==> config.mk <==
export PLATFORM = sky130hd
export DESIGN_NAME = regfile_sequencer
export DESIGN_NICKNAME = d
export VERILOG_FILES = /design/src/rtl/regfile_sequencer.sv
export SDC_FILE = /design/constraint.sdc
export NUM_CORES = 1
export LEC_CHECK = 0
export CORE_UTILIZATION = 35
export CTS_CLUSTER_DIAMETER = 120
export DETAILED_ROUTE_END_ITERATION = 7
export PLACE_DENSITY_LB_ADDON = 0.1
export SETUP_SLACK_MARGIN = 0.1
export SLEW_MARGIN = 30
export SYNTH_ARGS = -nofsm -noshare
export SYNTH_HDL_FRONTEND = slang
export SYNTH_SLANG_ARGS = --single-unit
==> constraint.sdc <==
create_clock -name CLK -period 7.69 [get_ports CLK]
set_input_delay 1.9225 -clock CLK [delete_from_list [all_inputs] [get_ports CLK]]
set_output_delay 1.9225 -clock CLK [all_outputs]
set_load 0.05 [all_outputs]
==> src/rtl/regfile_sequencer.sv <==
`timescale 1ns/1ps
// regfile_sequencer
// Fetches one 32-bit instruction at a time over a valid/ready handshake,
// reads its operands from an external register file, computes the result
// and writes it back.
//
// Instruction format: opcode[31:24] dest[18:16] src1[10:8] src2[2:0] imm[7:0]
// Opcodes: 00 LOADI, 01 MOV (dest=src2), 02 ADD, 03 SUB, 04 AND, 05 OR.
// Every other opcode is illegal and retires through FAULT with an ERR pulse.
//
// Ports
//   CLK, RESET             clock, synchronous active-high reset
//   INSTR, INSTR_VALID     instruction word and its valid strobe
//   INSTR_READY            high only while idle
//   RF_OUT1ADDR/2ADDR      register-file read addresses (held outside READ/EXEC)
//   RF_OUT1/RF_OUT2        register-file read data (combinational)
//   RF_INADDR, RF_IN       register-file write address / data
//   RF_WRITE               register-file write enable, one cycle per legal instr
//   DONE                   one-cycle pulse alongside RF_WRITE
//   ERR                    one-cycle pulse for an illegal opcode
//
// state | meaning
// ------+-----------------------------------------------------------
// IDLE  | ready; accepts an instruction when INSTR_VALID is high
// READ  | read addresses presented to the register file
// EXEC  | read data settles; result registered at the closing edge
// WRITE | RF_WRITE/DONE high, result written at the exit edge
// FAULT | illegal opcode, ERR high for one cycle

module regfile_sequencer #(
    parameter int DATA_W = 8,
    parameter int ADDR_W = 3
) (
    input  logic              CLK,
    input  logic              RESET,
    input  logic [31:0]       INSTR,
    input  logic              INSTR_VALID,
    output logic              INSTR_READY,
    output logic [ADDR_W-1:0] RF_OUT1ADDR,
    output logic [ADDR_W-1:0] RF_OUT2ADDR,
    input  logic [DATA_W-1:0] RF_OUT1,
    input  logic [DATA_W-1:0] RF_OUT2,
    output logic [ADDR_W-1:0] RF_INADDR,
    output logic [DATA_W-1:0] RF_IN,
    output logic              RF_WRITE,
    output logic              DONE,
    output logic              ERR
);

    localparam logic [7:0] OP_LOADI = 8'h00;
    localparam logic [7:0] OP_MOV   = 8'h01;
    localparam logic [7:0] OP_ADD   = 8'h02;
    localparam logic [7:0] OP_SUB   = 8'h03;
    localparam logic [7:0] OP_AND   = 8'h04;
    localparam logic [7:0] OP_OR    = 8'h05;

    typedef enum logic [2:0] {
        S_IDLE,
        S_READ,
        S_EXEC,
        S_WRITE,
        S_FAULT
    } state_t;

    state_t            state_q;
    logic [7:0]        op_q;
    logic [ADDR_W-1:0] dest_q;
    logic [ADDR_W-1:0] out1addr_q;
    logic [ADDR_W-1:0] out2addr_q;
    logic [ADDR_W-1:0] inaddr_q;
    logic [DATA_W-1:0] in_q;
    logic              write_q;
    logic              done_q;
    logic              err_q;
    logic [DATA_W-1:0] result_d;

    logic [7:0]        op_in;
    logic [ADDR_W-1:0] dest_in;
    logic [ADDR_W-1:0] src1_in;
    logic [ADDR_W-1:0] src2_in;
    logic [DATA_W-1:0] imm_in;
    logic              unused_instr;

    assign op_in        = INSTR[31:24];
    assign dest_in      = INSTR[16 +: ADDR_W];
    assign src1_in      = INSTR[8 +: ADDR_W];
    assign src2_in      = INSTR[0 +: ADDR_W];
    assign imm_in       = INSTR[DATA_W-1:0];
    assign unused_instr = ^{INSTR[23:19], INSTR[15:11]};

    // Evaluated from the live read data during EXEC; the register at the
    // closing EXEC edge is in_q. Results wrap at DATA_W bits.
    always_comb begin
        result_d = '0;
        case (op_q)
            OP_MOV:  result_d = RF_OUT2;
            OP_ADD:  result_d = RF_OUT1 + RF_OUT2;
            OP_SUB:  result_d = RF_OUT1 - RF_OUT2;
            OP_AND:  result_d = RF_OUT1 & RF_OUT2;
            OP_OR:   result_d = RF_OUT1 | RF_OUT2;
            default: result_d = '0;
        endcase
    end

    always_ff @(posedge CLK) begin
        if (RESET) begin
            state_q    <= S_IDLE;
            op_q       <= '0;
            dest_q     <= '0;
            out1addr_q <= '0;
            out2addr_q <= '0;
            inaddr_q   <= '0;
            in_q       <= '0;
            write_q    <= 1'b0;
            done_q     <= 1'b0;
            err_q      <= 1'b0;
        end else begin
            write_q <= 1'b0;
            done_q  <= 1'b0;
            err_q   <= 1'b0;
            case (state_q)
                S_IDLE: begin
                    if (INSTR_VALID) begin
                        op_q   <= op_in;
                        dest_q <= dest_in;
                        case (op_in)
                            OP_LOADI: begin
                                // No operands to read: straight to WRITE.
                                state_q  <= S_WRITE;
                                write_q  <= 1'b1;
                                done_q   <= 1'b1;
                                inaddr_q <= dest_in;
                                in_q     <= imm_in;
                            end
                            OP_MOV, OP_ADD, OP_SUB, OP_AND, OP_OR: begin
                                state_q    <= S_READ;
                                out1addr_q <= src1_in;
                                out2addr_q <= src2_in;
                            end
                            default: begin
                                state_q <= S_FAULT;
                                err_q   <= 1'b1;
                            end
                        endcase
                    end
                end
                S_READ: begin
                    state_q <= S_EXEC;
                end
                S_EXEC: begin
                    state_q  <= S_WRITE;
                    write_q  <= 1'b1;
                    done_q   <= 1'b1;
                    inaddr_q <= dest_q;
                    in_q     <= result_d;
                end
                S_WRITE, S_FAULT: begin
                    state_q <= S_IDLE;
                end
                default: begin
                    state_q <= S_IDLE;
                end
            endcase
        end
    end

    assign INSTR_READY = (state_q == S_IDLE);
    assign RF_OUT1ADDR = out1addr_q;
    assign RF_OUT2ADDR = out2addr_q;
    assign RF_INADDR   = inaddr_q;
    assign RF_IN       = in_q;
    assign RF_WRITE    = write_q;
    assign DONE        = done_q;
    assign ERR         = err_q;

endmodule

==> results.json <==
{
  "dp_cells": 378,
  "routedWlPerCell_um": 13.9,
  "start_kind": "primary input",
  "grt_max_degree": 35,
  "grt_pass1_vias": 1882,
  "place_congestion": 0.774,
  "status": "completed",
  "yosysUniqueCellTypes": 54,
  "clock_skew_ns": 0.00211,
  "ys_ff_latch": 33,
  "synth-edff-count": 0,
  "endpoint_kind": "register",
  "antenna_left": 0,
  "ys_top_cells_by_area": "dfxtp_1 32%, a21oi_1 7.7%, nand2_1 7.0%, ha_1 6.0%, nor2_1 3.2%",
  "gr-usage-met3_pct": 4.37,
  "die_y_um": 79.1,
  "avgViaCountPerCell": 5.26,
  "leakagePower_nw": 1.08,
  "drv_slew": 0,
  "slowest_delay_ns": 0.59,
  "grt_use_met2_pct": 28.1,
  "hold_slack_ns": 0.455,
  "relSlewSlack_pct": 45.1,
  "cts_sinks": 33,
  "utilization_pct": 50.0,
  "layout-drive-gt1-share_pct": 6.07,
  "synth_top_flop_cell": "dfxtp_1",
  "rsz0062_at_grt": "no",
  "num_vias": 2025,
  "ys.warnings.count": 0,
  "power-per-cell-area_nw_per_um2": 148,
  "synth.most_common_cell": "nand2_1",
  "post_cts_resized": 0,
  "n_antenna_cell": 0,
  "syn_area_per_cell_um2": 8.09,
  "synth_top_family_by_area": "compound AO/OA/AOI/OAI gates",
  "die_x_um": 79.1,
  "synth_largest_area_cell": "dfxtp_1",
  "htreeDepth": 2,
  "grt_usage_pct": 17.7,
  "arrival_ns": 4.64,
  "route.detailed.drc": 0,
  "clockBufferDepth": 2,
  "path_max_fanout": 6,
  "grt_pass1_wl_um": 8810,
  "dr.pass1.iters": 4,
  "cts-root-buf": "clkbuf_8",
  "ys_top_cells_by_count": "39 x nand2_1, 33 x dfxtp_1, 32 x a21oi_1, 18 x nor2_1, 11 x nor3_1",
  "worstMarginPinSlew_ns": 0.823,
  "synthSimpleGateAreaFrac_pct": 23.1,
  "hold_violations": 0,
  "vdd_drop_max_mv": 0.104,
  "final_cells": 385,
  "routed_wl_um": 5360,
  "met1_usage_pct": 24.5,
  "antenna_found_initial": 0,
  "nets": 375,
  "portBuffers": 61,
  "row_count": 27,
  "synth_fp_nets": 319,
  "finalSetupViolations": 0,
  "fin_crit_sh_pct": 57.7,
  "gr-total-overflow": 0,
  "max_freq_mhz": 225,
  "cts_hold_buf": 0,
  "fin_tns_setup_ns": 0,
  "synthXorXnorAreaFrac_pct": 4.63,
  "power_w": 0.000414,
  "dp_hpwl_um": 4030,
  "synthAdderAreaFrac_pct": 7.46,
  "ios": 72,
  "hold_class": "register to register",
  "worstPathCellList": "clkdlybuf4s50_1, inv_1, ha_1, nor2b_1, xnor2_1, ha_1, nor2b_1, o31a_1, o21a_1, o21a_1, o31ai_1, o2bb2ai_1",
  "post-cts-setup-buffer-count": 0,
  "synth_top_area_share_pct": 31.8,
  "critPathSlowestCell": "clkdlybuf4s50_1",
  "synth_compound_area_share_pct": 25.6,
  "cp_data_required_time_ns": 7.90,
  "cts_tree": "yes",
  "synthToLayoutAreaGrowth_pct": 34.7,
  "start_util_pct": 37.1,
  "synthMuxAreaShare_pct": 2.89,
  "drt_iter0_drc": 84,
  "min_period_ns": 4.44,
  "grt_busiest_layer": "met2",
  "cts_made_buffers": 5,
  "maxCapViolCount": 0,
  "die_area_um2": 6250,
  "clk_pin_slew_worst_paths_ns": 0.06,
  "critical_path_class": "primary input to register",
  "clk_latency_ns": 0.27,
  "syn_inst": 257,
  "yosysSeqAreaShare_pct": 31.8,
  "synthArstFlopShare_pct": 0,
  "core_um2": 5610,
  "syn_area_um2": 2080
}
-- layout by cell type, fill, tap and decap left out, types with 2 or more instances in the layout --
| cell type | synthesis | routed |
|---|---|---|
| nor4_1 | 4 | 4 |
| a21oi_1 | 32 | 32 |
| or4_1 | 2 | 2 |
| o31ai_1 | 4 | 4 |
| nand2_1 | 39 | 39 |
| clkbuf_8 | 0 | 6 |
| nor2_1 | 18 | 18 |
| a211oi_1 | 2 | 2 |
| ha_1 | 10 | 10 |
| xor2_1 | 5 | 5 |
| a311oi_1 | 3 | 3 |
| inv_1 | 6 | 6 |
| and2_1 | 2 | 2 |
| o32a_1 | 3 | 3 |
| nor3_1 | 11 | 11 |
| nand2_2 | 2 | 2 |
| xnor2_1 | 6 | 6 |
| o21ai_1 | 3 | 3 |
| nand3b_1 | 2 | 2 |
| and3_1 | 2 | 2 |
| dfxtp_1 | 33 | 33 |
| o21a_1 | 3 | 3 |
| clkdlybuf4s50_1 | 0 | 61 |
| a31oi_1 | 10 | 10 |
| o21ai_0 | 6 | 6 |
| nor2b_1 | 4 | 4 |
| mux2i_1 | 6 | 6 |
| or3_1 | 2 | 2 |
-- logic make-up (layout without fill, tap and decap cells) --
family / after synthesis / in the layout
AO/OA/AOI/OAI: 78 / 78
XOR/XNOR: 11 / 11
adder cells (fa/ha/maj): 12 / 12
buffers and inverters: 19 / 75
flip-flops: 33 / 33
multiplexers: 6 / 6
AND/OR/NAND/NOR: 98 / 98
-- through the flow --
step | setup WS, ns | instance area [µm²]
after floorplan | 3.89 | 2080
after global placement | 2.98 | 2720
after detailed placement | 2.95 | 2720
after CTS | 3.23 | 2800
after global routing | 3.08 | 2800
final | 3.25 | 2800
-- worst paths after layout --
kind                                  from         to  slack, ns  cells past startpoint
worst max-delay path            RF_OUT2[0]   RF_IN[6]       3.25                     12
worst min register to register   dest_q[2]  dest_q[2]       0.46                      2
worst max register to register     op_q[2]   RF_IN[6]       4.42                     11
worst min-delay path             dest_q[2]  dest_q[2]       0.46                      2
-- critical path: cells and delay by family --
kind	cells	cell delay, ns
AND/OR/NAND/NOR	2	0.31
XOR/XNOR	1	0.13
AO/OA/AOI/OAI	5	1.01
adder cells (fa/ha/maj)	2	0.54
buffers and inverters	2	0.71
-- final cells by class --
type	instances	area, µm²
multi-input combinational	205	1320
fill	590	2810
timing repair buffer	62	618
sequential	33	661
clock buffer	7	86.3
inverter	6	22.5
tap	72	90.1
-- report_power, final --
group	switching (W)	leakage, nW	internal, W	total, W
logic	0.0000518	0.764	0.0000511	0.000103
registers	0.00000734	0.268	0.000176	0.000183
clock network	0.0000566	0.0443	0.0000709	0.000127
-- routing by layer --
| metal | part of all wire (%) | routed length (µm) |
|---|---|---|
| met1 | 50 | 2670 |
| met3 | 5.3 | 285 |
| met2 | 44 | 2380 |
| met4 | 0.47 | 25 |
| met5 | 0 | 0 |
-- registers in the layout, indices dropped and copies added (netlist names) --
register	flops
RF_OUT2ADDR	3
op_q	8
dest_q	3
RF_OUT1ADDR	3
state_q	3
RF_INADDR	3
ERR	1
RF_IN	8
DONE	1
Power figures use the tool's default switching activity.
